File: src/rtl/alu_pkg.sv
// Shared op codes, FSM states and helpers for the iterative ALU.
// The op encodings match the ALU controller's 4-bit Operation field.
package alu_pkg;

    typedef enum logic [3:0] {
        OP_AND = 4'b0000,
        OP_OR  = 4'b0001,
        OP_ADD = 4'b0010,
        OP_SUB = 4'b0011,
        OP_SLL = 4'b0100,
        OP_SRL = 4'b0101,
        OP_SRA = 4'b0111,
        OP_EQ  = 4'b1000,
        OP_XOR = 4'b1001,
        OP_SLT = 4'b1100
    } alu_op_e;

    typedef enum logic [1:0] {
        S_IDLE,
        S_SHIFT,
        S_DONE
    } alu_state_e;

    function automatic logic is_shift(input logic [3:0] op);
        return (op == OP_SLL) || (op == OP_SRL) || (op == OP_SRA);
    endfunction

endpackage

File: src/rtl/alu_comb.sv
// Single-cycle ALU datapath: logic, add/sub and compares.
// Shift codes and unknown codes produce 0; shifts are handled iteratively by the top.
module alu_comb
    import alu_pkg::*;
#(
    parameter int WIDTH = 32
) (
    input  logic [3:0]       Operation,
    input  logic [WIDTH-1:0] SrcA,
    input  logic [WIDTH-1:0] SrcB,
    output logic [WIDTH-1:0] result
);

    always_comb begin
        result = '0;
        case (Operation)
            OP_AND: result = SrcA & SrcB;
            OP_OR:  result = SrcA | SrcB;
            OP_ADD: result = SrcA + SrcB;
            OP_SUB: result = SrcA - SrcB;
            OP_XOR: result = SrcA ^ SrcB;
            OP_SLT: result = {{(WIDTH-1){1'b0}}, ($signed(SrcA) < $signed(SrcB))};
            OP_EQ:  result = {{(WIDTH-1){1'b0}}, (SrcA == SrcB)};
            default: result = '0;
        endcase
    end

endmodule

File: src/rtl/alu_iterative.sv
// Multicycle execute-stage ALU: one-cycle logic/arith/compare ops, one-bit-per-cycle shifts.
// start/busy/done handshake; ALUResult and Zero are registered and held between completions.
module alu_iterative
    import alu_pkg::*;
#(
    parameter int WIDTH = 32,
    parameter int SHW   = 5
) (
    input  logic             clk,
    input  logic             reset,
    input  logic             start,
    input  logic [3:0]       Operation,
    input  logic [WIDTH-1:0] SrcA,
    input  logic [WIDTH-1:0] SrcB,
    output logic             busy,
    output logic             done,
    output logic [WIDTH-1:0] ALUResult,
    output logic             Zero
);

    alu_state_e       state, state_nxt;
    alu_op_e          op_q, op_nxt;
    logic [WIDTH-1:0] work, work_nxt, shifted;
    logic [SHW-1:0]   cnt, cnt_nxt;
    logic [WIDTH-1:0] comb_res, res_nxt;
    logic             res_we;

    alu_comb #(.WIDTH(WIDTH)) u_comb (
        .Operation(Operation),
        .SrcA     (SrcA),
        .SrcB     (SrcB),
        .result   (comb_res)
    );

    always_comb begin
        shifted = work;
        case (op_q)
            OP_SLL:  shifted = {work[WIDTH-2:0], 1'b0};
            OP_SRL:  shifted = {1'b0, work[WIDTH-1:1]};
            OP_SRA:  shifted = {work[WIDTH-1], work[WIDTH-1:1]};
            default: shifted = work;
        endcase
    end

    always_comb begin
        state_nxt = state;
        op_nxt    = op_q;
        work_nxt  = work;
        cnt_nxt   = cnt;
        res_nxt   = ALUResult;
        res_we    = 1'b0;
        case (state)
            S_IDLE, S_DONE: begin
                state_nxt = S_IDLE;
                if (start) begin
                    if (!is_shift(Operation)) begin
                        res_nxt   = comb_res;
                        res_we    = 1'b1;
                        state_nxt = S_DONE;
                    end else if (SrcB[SHW-1:0] == '0) begin
                        res_nxt   = SrcA;
                        res_we    = 1'b1;
                        state_nxt = S_DONE;
                    end else begin
                        work_nxt  = SrcA;
                        cnt_nxt   = SrcB[SHW-1:0];
                        op_nxt    = alu_op_e'(Operation);
                        state_nxt = S_SHIFT;
                    end
                end
            end
            S_SHIFT: begin
                // start is deliberately not looked at here: requests during a shift are dropped
                work_nxt = shifted;
                cnt_nxt  = cnt - 1'b1;
                if (cnt == SHW'(1)) begin
                    res_nxt   = shifted;
                    res_we    = 1'b1;
                    state_nxt = S_DONE;
                end
            end
            default: state_nxt = S_IDLE;
        endcase
    end

    always_ff @(posedge clk or posedge reset) begin
        if (reset) begin
            state     <= S_IDLE;
            op_q      <= OP_AND;
            work      <= '0;
            cnt       <= '0;
            ALUResult <= '0;
            Zero      <= 1'b1;
        end else begin
            state <= state_nxt;
            op_q  <= op_nxt;
            work  <= work_nxt;
            cnt   <= cnt_nxt;
            if (res_we) begin
                ALUResult <= res_nxt;
                Zero      <= (res_nxt == '0);
            end
        end
    end

    assign busy = (state == S_SHIFT);
    assign done = (state == S_DONE);

endmodule

File: config.mk
export PLATFORM = sky130hd
export DESIGN_NAME = alu_iterative
export DESIGN_NICKNAME = d
export VERILOG_FILES = /design/src/rtl/alu_pkg.sv /design/src/rtl/alu_comb.sv /design/src/rtl/alu_iterative.sv
export SDC_FILE = /design/constraint.sdc
export NUM_CORES = 1
export LEC_CHECK = 0
export ABC_AREA = 1
export CORE_ASPECT_RATIO = 1.75
export CORE_UTILIZATION = 40
export DETAILED_ROUTE_END_ITERATION = 8
export PLACE_DENSITY = 0.68
export SLEW_MARGIN = 20
export SYNTH_ARGS = -nofsm -noshare
export SYNTH_HDL_FRONTEND = slang
export SYNTH_SLANG_ARGS = --single-unit
File: constraint.sdc
create_clock -name clk -period 5.9 [get_ports clk]
set_input_delay 1.18 -clock clk [delete_from_list [all_inputs] [get_ports clk]]
set_output_delay 1.18 -clock clk [all_outputs]
set_load 0.03 [all_outputs]
==> results of run 1 <==
-- synthesized netlist by cell type, drive strengths merged (2+ instances only) --
cell type / instances / area share (%)
o21ai: 42 / 1.9
and2: 4 / 0.22
a31oi: 6 / 0.33
o22ai: 37 / 2.0
a32o: 3 / 0.26
nand3: 168 / 7.6
fa: 2 / 0.35
o21bai: 5 / 0.36
nor3: 11 / 0.61
nand4: 35 / 1.9
a21o: 2 / 0.13
a22oi: 33 / 2.2
a21oi: 111 / 4.9
a221oi: 16 / 1.2
nand3b: 4 / 0.26
nand2: 615 / 20
clkinv: 2 / 0.066
nor4: 3 / 0.16
nor2: 172 / 6.3
buf: 52 / 3.0
dfrtp: 75 / 16
o221ai: 50 / 3.8
o211ai: 5 / 0.33
inv: 388 / 13
ha: 101 / 11
clkbuf: 22 / 0.72
-- power by group through the flow --
| stage | Sequential (W) | Clock, W | Combinational [W] |
|---|---|---|---|
| 2_1_floorplan | 0.00100 | 0 | 0.00115 |
| 3_3_place_gp | 0.000893 | 0 | 0.00195 |
| 3_5_place_dp | 0.000898 | 0 | 0.00196 |
| 4_1_cts | 0.000890 | 0.000529 | 0.00197 |
| 5_1_grt | 0.000916 | 0.000547 | 0.00217 |
| 6_report | 0.000895 | 0.000516 | 0.00200 |
-- routing by layer --
| layer | wire length [um] | share of wire [%] |
|---|---|---|
| met5 | 0 | 0 |
| met4 | 3770 | 7.6 |
| met3 | 2560 | 5.2 |
| met2 | 24500 | 49 |
| met1 | 18900 | 38 |
-- final cells by class --
class                   instances  area [um^2]
well taps                     373          467
flip-flops and latches         76         1900
clock buffers                   9          225
multi-input cells            1430         7610
clock inverters                 7         43.8
inverters                     390         1470
fillers                      3151        15100
repair buffers                120         1160
-- cells by family (layout without fill, tap and decap cells) --
kind of cell / after synthesis / after routing
flops: 76 / 76
xor+xnor: 1 / 1
fa+ha+maj: 103 / 103
compound gates: 312 / 312
simple gates: 1014 / 1014
buf+inv: 464 / 526
-- critical path: cells and delay by family --
| kind | cells | cell delay [ns] |
|---|---|---|
| fa+ha+maj | 1 | 0.40 |
| compound gates | 2 | 0.44 |
| buf+inv | 3 | 0.92 |
| simple gates | 16 | 1.91 |
-- path summary, 6_finish.rpt --
check / endpoint / startpoint / slack [ns] / cells after the start
min in group asynchronous: ALUResult[22]$_DFFE_PP0P_ / reset / 1.10 / 2
min: op_q[2]$_DFFE_PP0P_ / op_q[2]$_DFFE_PP0P_ / 0.46 / 2
max in group asynchronous: cnt[1]$_DFFE_PP0P_ / reset / 3.67 / 3
min reg2reg: op_q[2]$_DFFE_PP0P_ / op_q[2]$_DFFE_PP0P_ / 0.46 / 2
max: Zero$_DFFE_PP1P_ / SrcA[1] / 1.31 / 22
max reg2reg: Zero$_DFFE_PP1P_ / state[1]$_DFFE_PP0P_ / 2.42 / 17
-- state kept, by name, indices dropped and copies added (netlist names) --
register and cells:
work 32, op_q 4, cnt 5, state 2
Zero 1, ALUResult 32
-- per-stage QoR --
stage	worst slack (ns)	cell area (um^2)	power (W)	cells	hold slack, ns
after floorplan	2.62	11400	0.00215	1970	0.433
after global placement	1.06	12600	0.00285	2389	0.445
after detailed placement	1.02	12600	0.00286	2389	0.448
after CTS	1.39	12900	0.00339	2405	0.470
after global routing	1.08	12900	0.00364	2405	0.494
final	1.31	12900	0.00341	2405	0.465
==> impl_metrics.yaml, run 1 <==
outcome:
  result_of_the_run: "completed"
sta:
  setup_viol: 0
  unrepaired_setup_endpoints_after_global_routing: "false"
  timing_worst_slew_pin_value_ns: 0.848
  timing.final.crit_period_ns: 4.59
  maxSlewHeadroom_pct: 43.3
  fmax_mhz: 218
  finalHoldViolCount: 0
  maxSlewViolCount: 0
  finalSetupTns_ns: 0
  fin_skew_ns: 0.0123
  final_min_period_over_clock_period_pct: 77.8
synth:
  synth_compound_area_share_pct: 17.7
  syn-cell-area_um2: 11400
  synth-simple-area-share_pct: 37.5
  synth_cell_type_count: 47
  synthesized_flop_and_latch_total: 76
  avgSynthCellArea_um2: 5.79
  synth_enable_flop_cells: 0
  synth-seq-area-share_pct: 16.7
  synth_mux_area_share_pct: 0
  synth-async-reset-ratio_pct: 100
  dominant_combinational_cell_family_by_area_after_synthesis: "simple AND/OR/NAND/NOR gates"
  syn-instance-count: 1970
  xor_xnor_cell_area_share_of_the_yosys_netlist_pct: 0.0768
  synth-adder-area-share_pct: 11.4
  synth-warning-count: 0
  synth_ff_type: "sky130_fd_sc_hd__dfrtp_1"
  synth_fp_nets: 2144
die:
  floorplan.die.height_um: 225
  design.die.area_um2: 29200
  chipWidth_um: 130
  rows: 81
  floorplan.initialDensity_pct: 40.7
  io-pin-count: 106
  core_area_um2: 28000
power_and_ir_drop:
  net-switching-power_w: 0.00175
  total_power_divided_by_cell_area_nw_per_um2: 265
  leakage_nw: 6.84
  power.ir.vdd_worst_mv: 0.295
  clock_power_share_pct: 15.1
  seq_power_share_pct: 26.3
  share_comb_of_total_power_pct: 58.6
  switching_share_pct: 51.3
  cellInternalPower_w: 0.00166
worst_setup_path:
  crit_path_frequent_cell: "sky130_fd_sc_hd__nand2_1"
  path_type_of_the_worst_setup_path: "input port to register"
  cp_data_arrival_time_ns: 4.88
  worstPathCellList: "clkdlybuf4s50_1 > inv_1 > ha_1 > inv_1 > nand2_1 > nand2_1 > nand3_1 > nand2_1 > nand2_1 > nand2_1 > nand2_1 > nand3_1 > nand4_1 > nand2_1 > nand2_1 > a21oi_1 > nand2_1 > nor2_1 > nand2_1 > nor2_1 > nand3_1 > o21bai_2"
  crit_path_max_fo: 5
  cp_slowest_cell: "sky130_fd_sc_hd__clkdlybuf4s50_1"
  worstSetupEndpointType: "register"
  cp-start-kind: "input port"
  crit_path_max_incr_delay_ns: 0.64
  required_time_at_the_endpoint_of_the_critical_path_ns: 6.19
cells_and_area:
  layout-area-overhead-vs-synth_pct: 13.0
  drive_above_1_share_pct: 3.79
  n_antenna_cell: 0
  layout_commonest_cell: "sky130_fd_sc_hd__nand2_1"
  nets: 2201
  layout.cells.most_common_list: "sky130_fd_sc_hd__nand2_1, sky130_fd_sc_hd__inv_1, sky130_fd_sc_hd__nand3_1, sky130_fd_sc_hd__nor2_1, sky130_fd_sc_hd__a21oi_1"
  postLayoutCoreUtil_pct: 46.0
grt:
  global_route.usage.total_pct: 34.7
  grt_use_met2_pct: 60.1
  grt_pass1_wl_mm: 74.9
  grt_max_degree: 59
  first_global_vias: 13000
  gr-max-usage-layer: "met2"
  groute.layer.met3.usage_pct: 3.49
  initial_antenna_violation_count: 0
  globalRouteMet1Util_pct: 39.2
  grt_overflow: 0
clocking:
  cts_num_sinks: 76
  cts_setup_buffers: 0
  htree_levels: 3
  cts_tree: "yes"
  hold_buffers: 0
  root_buffer: "sky130_fd_sc_hd__clkbuf_16"
  post_cts_resized: 0
  worst_setup_hold_path_clk_slew_ns: 0.06
  clkLatencyLatePin_ns: 0.36
  cts_made_buffers: 9
  cts-root-to-sink-buffers: 2
route:
  via_count: 13400
  vias_per_cell: 5.58
  drt_iter0_markers: 1049
  post_drt_wl_per_cell_um: 20.7
  detail_route.wirelength_mm: 49.7
  drt-pass1-iter-count: 7
  remaining_drc_errors: 0
  final_antenna_net_count: 0
placed_design:
  dp_hpwl_mm: 40.9
  finalWeightedCongestion: 1.04
  buffer_ports.inserted: 105
flow_run:
  maxCapViolations: 0
worst_hold_path:
  hold_path_class: "register to register"
(Power assumes the default switching activity.)
==> run 2: changes to the inputs <==
Settings changed: PLACE_DENSITY 0.68 to 0.7.
Clock period 5.9 ns to 3.85 ns, I/O delays scaled along.
==> run 2 against run 1 <==
Effect of this change: power is 71% higher; register-to-register slack worse by 1.5 ns; critical path depth is 2 lower; clock power is 80% higher; utilization is 8.9 points higher; cell area is 19% higher; critical endpoint unchanged; via count is 9.2% higher; wire length is 6.8% higher; final cell count is 12% higher.
==> impl_metrics.yaml, run 2 (synthesis gave the netlist of run 1 again) <==
grt:
  grt_max_degree: 38
  global_route.usage.total_pct: 36.9
  initial_antenna_violation_count: 0
  grt_overflow: 0
  first_global_vias: 14500
  grt_pass1_wl_mm: 80.0
clocking:
  clkLatencyLatePin_ns: 0.36
  cts_made_buffers: 9
  cts-root-to-sink-buffers: 2
  worst_setup_hold_path_clk_slew_ns: 0.06
  htree_levels: 3
  cts_tree: "yes"
  root_buffer: "sky130_fd_sc_hd__clkbuf_16"
  hold_buffers: 0
  cts_num_sinks: 76
worst_setup_path:
  worstSetupEndpointType: "register"
  required_time_at_the_endpoint_of_the_critical_path_ns: 4.14
  cp-start-kind: "input port"
  cp_data_arrival_time_ns: 3.96
  path_type_of_the_worst_setup_path: "input port to register"
  crit_path_max_fo: 4
route:
  top_layer: "met4"
  via_count: 14700
  drt_iter0_markers: 1022
  detail_route.wirelength_mm: 53.1
  wl_met1_mm: 19.7
  post_drt_wl_per_cell_um: 19.6
  drt-pass1-iter-count: 8
  route.met3.wl_mm: 3.05
  remaining_drc_errors: 0
  final_antenna_net_count: 0
  vias_per_cell: 5.43
  dr_wl_met2_mm: 26.4
cells_and_area:
  postLayoutCoreUtil_pct: 54.9
  layout.cells.most_common_list: "sky130_fd_sc_hd__nand2_1, sky130_fd_sc_hd__inv_1, sky130_fd_sc_hd__buf_4, sky130_fd_sc_hd__nand3_1, sky130_fd_sc_hd__nor2_1"
  nets: 2498
  n_antenna_cell: 0
  fillerInstances: 2949
  layout-area-overhead-vs-synth_pct: 34.8
  instances_no_fill: 2702
  layout_commonest_cell: "sky130_fd_sc_hd__nand2_1"
  largest_registers: "ALUResult (32), work (32), cnt (5)"
  drive_above_1_share_pct: 17.4
flow_run:
  maxCapViolations: 0
placed_design:
  buffer_ports.inserted: 105
  finalWeightedCongestion: 0.997
  placed_cells_incl_taps: 2685
  dp_hpwl_mm: 44.6
outcome:
  result_of_the_run: "completed"
power_and_ir_drop:
  power.ir.vdd_worst_mv: 0.547
  leakage_nw: 8.34
  total_power_divided_by_cell_area_nw_per_um2: 380
sta:
  final_min_period_over_clock_period_pct: 95.4
  finalHoldViolCount: 0
  maxSlewHeadroom_pct: 52.3
  setup_viol: 0
  timing_worst_slew_pin_value_ns: 0.715
  timing.final.crit_period_ns: 3.67
  fin_skew_ns: 0.00999
  fmax_mhz: 272
  maxSlewViolCount: 0
die:
  chipWidth_um: 130
  io-pin-count: 106
  core_area_um2: 28000
  rows: 81
  floorplan.die.height_um: 225
  floorplan.initialDensity_pct: 40.7
  design.die.area_um2: 29200
worst_hold_path:
  hold_path_class: "register to register"
[run 2: worst max-delay path, stage by stage]
cell and delay [ns]:
sky130_fd_sc_hd__clkdlybuf4s50_1 0.51, sky130_fd_sc_hd__inv_1 0.09, sky130_fd_sc_hd__ha_1 0.40, sky130_fd_sc_hd__buf_4 0.19, sky130_fd_sc_hd__a21oi_1 0.31, sky130_fd_sc_hd__nand2_1 0.14
sky130_fd_sc_hd__buf_4 0.15, sky130_fd_sc_hd__nand2_1 0.04, sky130_fd_sc_hd__o21ai_0 0.15, sky130_fd_sc_hd__nor2_1 0.17, sky130_fd_sc_hd__nand3_1 0.09, sky130_fd_sc_hd__nand3_1 0.10
sky130_fd_sc_hd__nand4_1 0.19, sky130_fd_sc_hd__nand2_1 0.11, sky130_fd_sc_hd__nand2_1 0.05, sky130_fd_sc_hd__nand2_1 0.06, sky130_fd_sc_hd__nand2_1 0.05, sky130_fd_sc_hd__nand2_1 0.14
sky130_fd_sc_hd__nand3_1 0.11, sky130_fd_sc_hd__o21bai_2 0.13
[run 2: final cells by class]
type                       count  area (um^2)  area share, %
multi-input combinational   1430         7730           50.3
sequential                    76         1900           12.4
clock buffer                  11          243           1.58
clock inverter                 5         75.1          0.489
tap                          373          467           3.04
timing repair buffer         417         3470           22.6
inverter                     390         1470           9.56
[run 2: what timing repair did]
item                                    CTS  global route
resized for setup                         0            38
endpoints found under the setup margin    0             2
setup buffers                             0             1
[run 2: report_power, final]
part	internal (W)	switching, W
clock	0.000582	0.000345
sequential	0.00110	0.000274
combinational	0.00137	0.00216
total	0.00305	0.00278
[run 2: path summary, 6_finish.rpt]
kind                                startpoint                       end  slack, ns  cells after the start
setup / recovery                      SrcA[22]          Zero$_DFFE_PP1P_       0.18                     20
hold / removal             op_q[2]$_DFFE_PP0P_       op_q[2]$_DFFE_PP0P_       0.47                      2
setup reg to reg            cnt[1]$_DFFE_PP0P_          Zero$_DFFE_PP1P_       0.97                     18
max in group asynchronous                reset  ALUResult[9]$_DFFE_PP0P_       2.34                      3
hold reg to reg            op_q[2]$_DFFE_PP0P_       op_q[2]$_DFFE_PP0P_       0.47                      2
min in group asynchronous                reset      work[28]$_DFFE_PP0P_       0.76                      2
[run 2: metal layers]
| metal | vias up | global-route usage, % |
|---|---|---|
| met4 | 0 | 24.1 |
| met1 | 6802 | 40.9 |
| li1 | 7052 | - |
| met3 | 181 | 3.89 |
| met2 | 625 | 65.6 |
| met5 | - | 0 |
[run 2: stage by stage]
stage	cell area [um^2]	TNS, ns	setup slack, ns	hold WS, ns	power [W]
2_1_floorplan	11400	0	0.979	0.433	0.00330
3_3_place_gp	14900	-0.251	-0.236	0.445	0.00476
3_5_place_dp	14900	-0.211	-0.211	0.454	0.00480
4_1_cts	15200	0	0.148	0.468	0.00574
5_1_grt	15400	-0.0132	-0.0132	0.492	0.00618
6_report	15400	0	0.176	0.466	0.00583
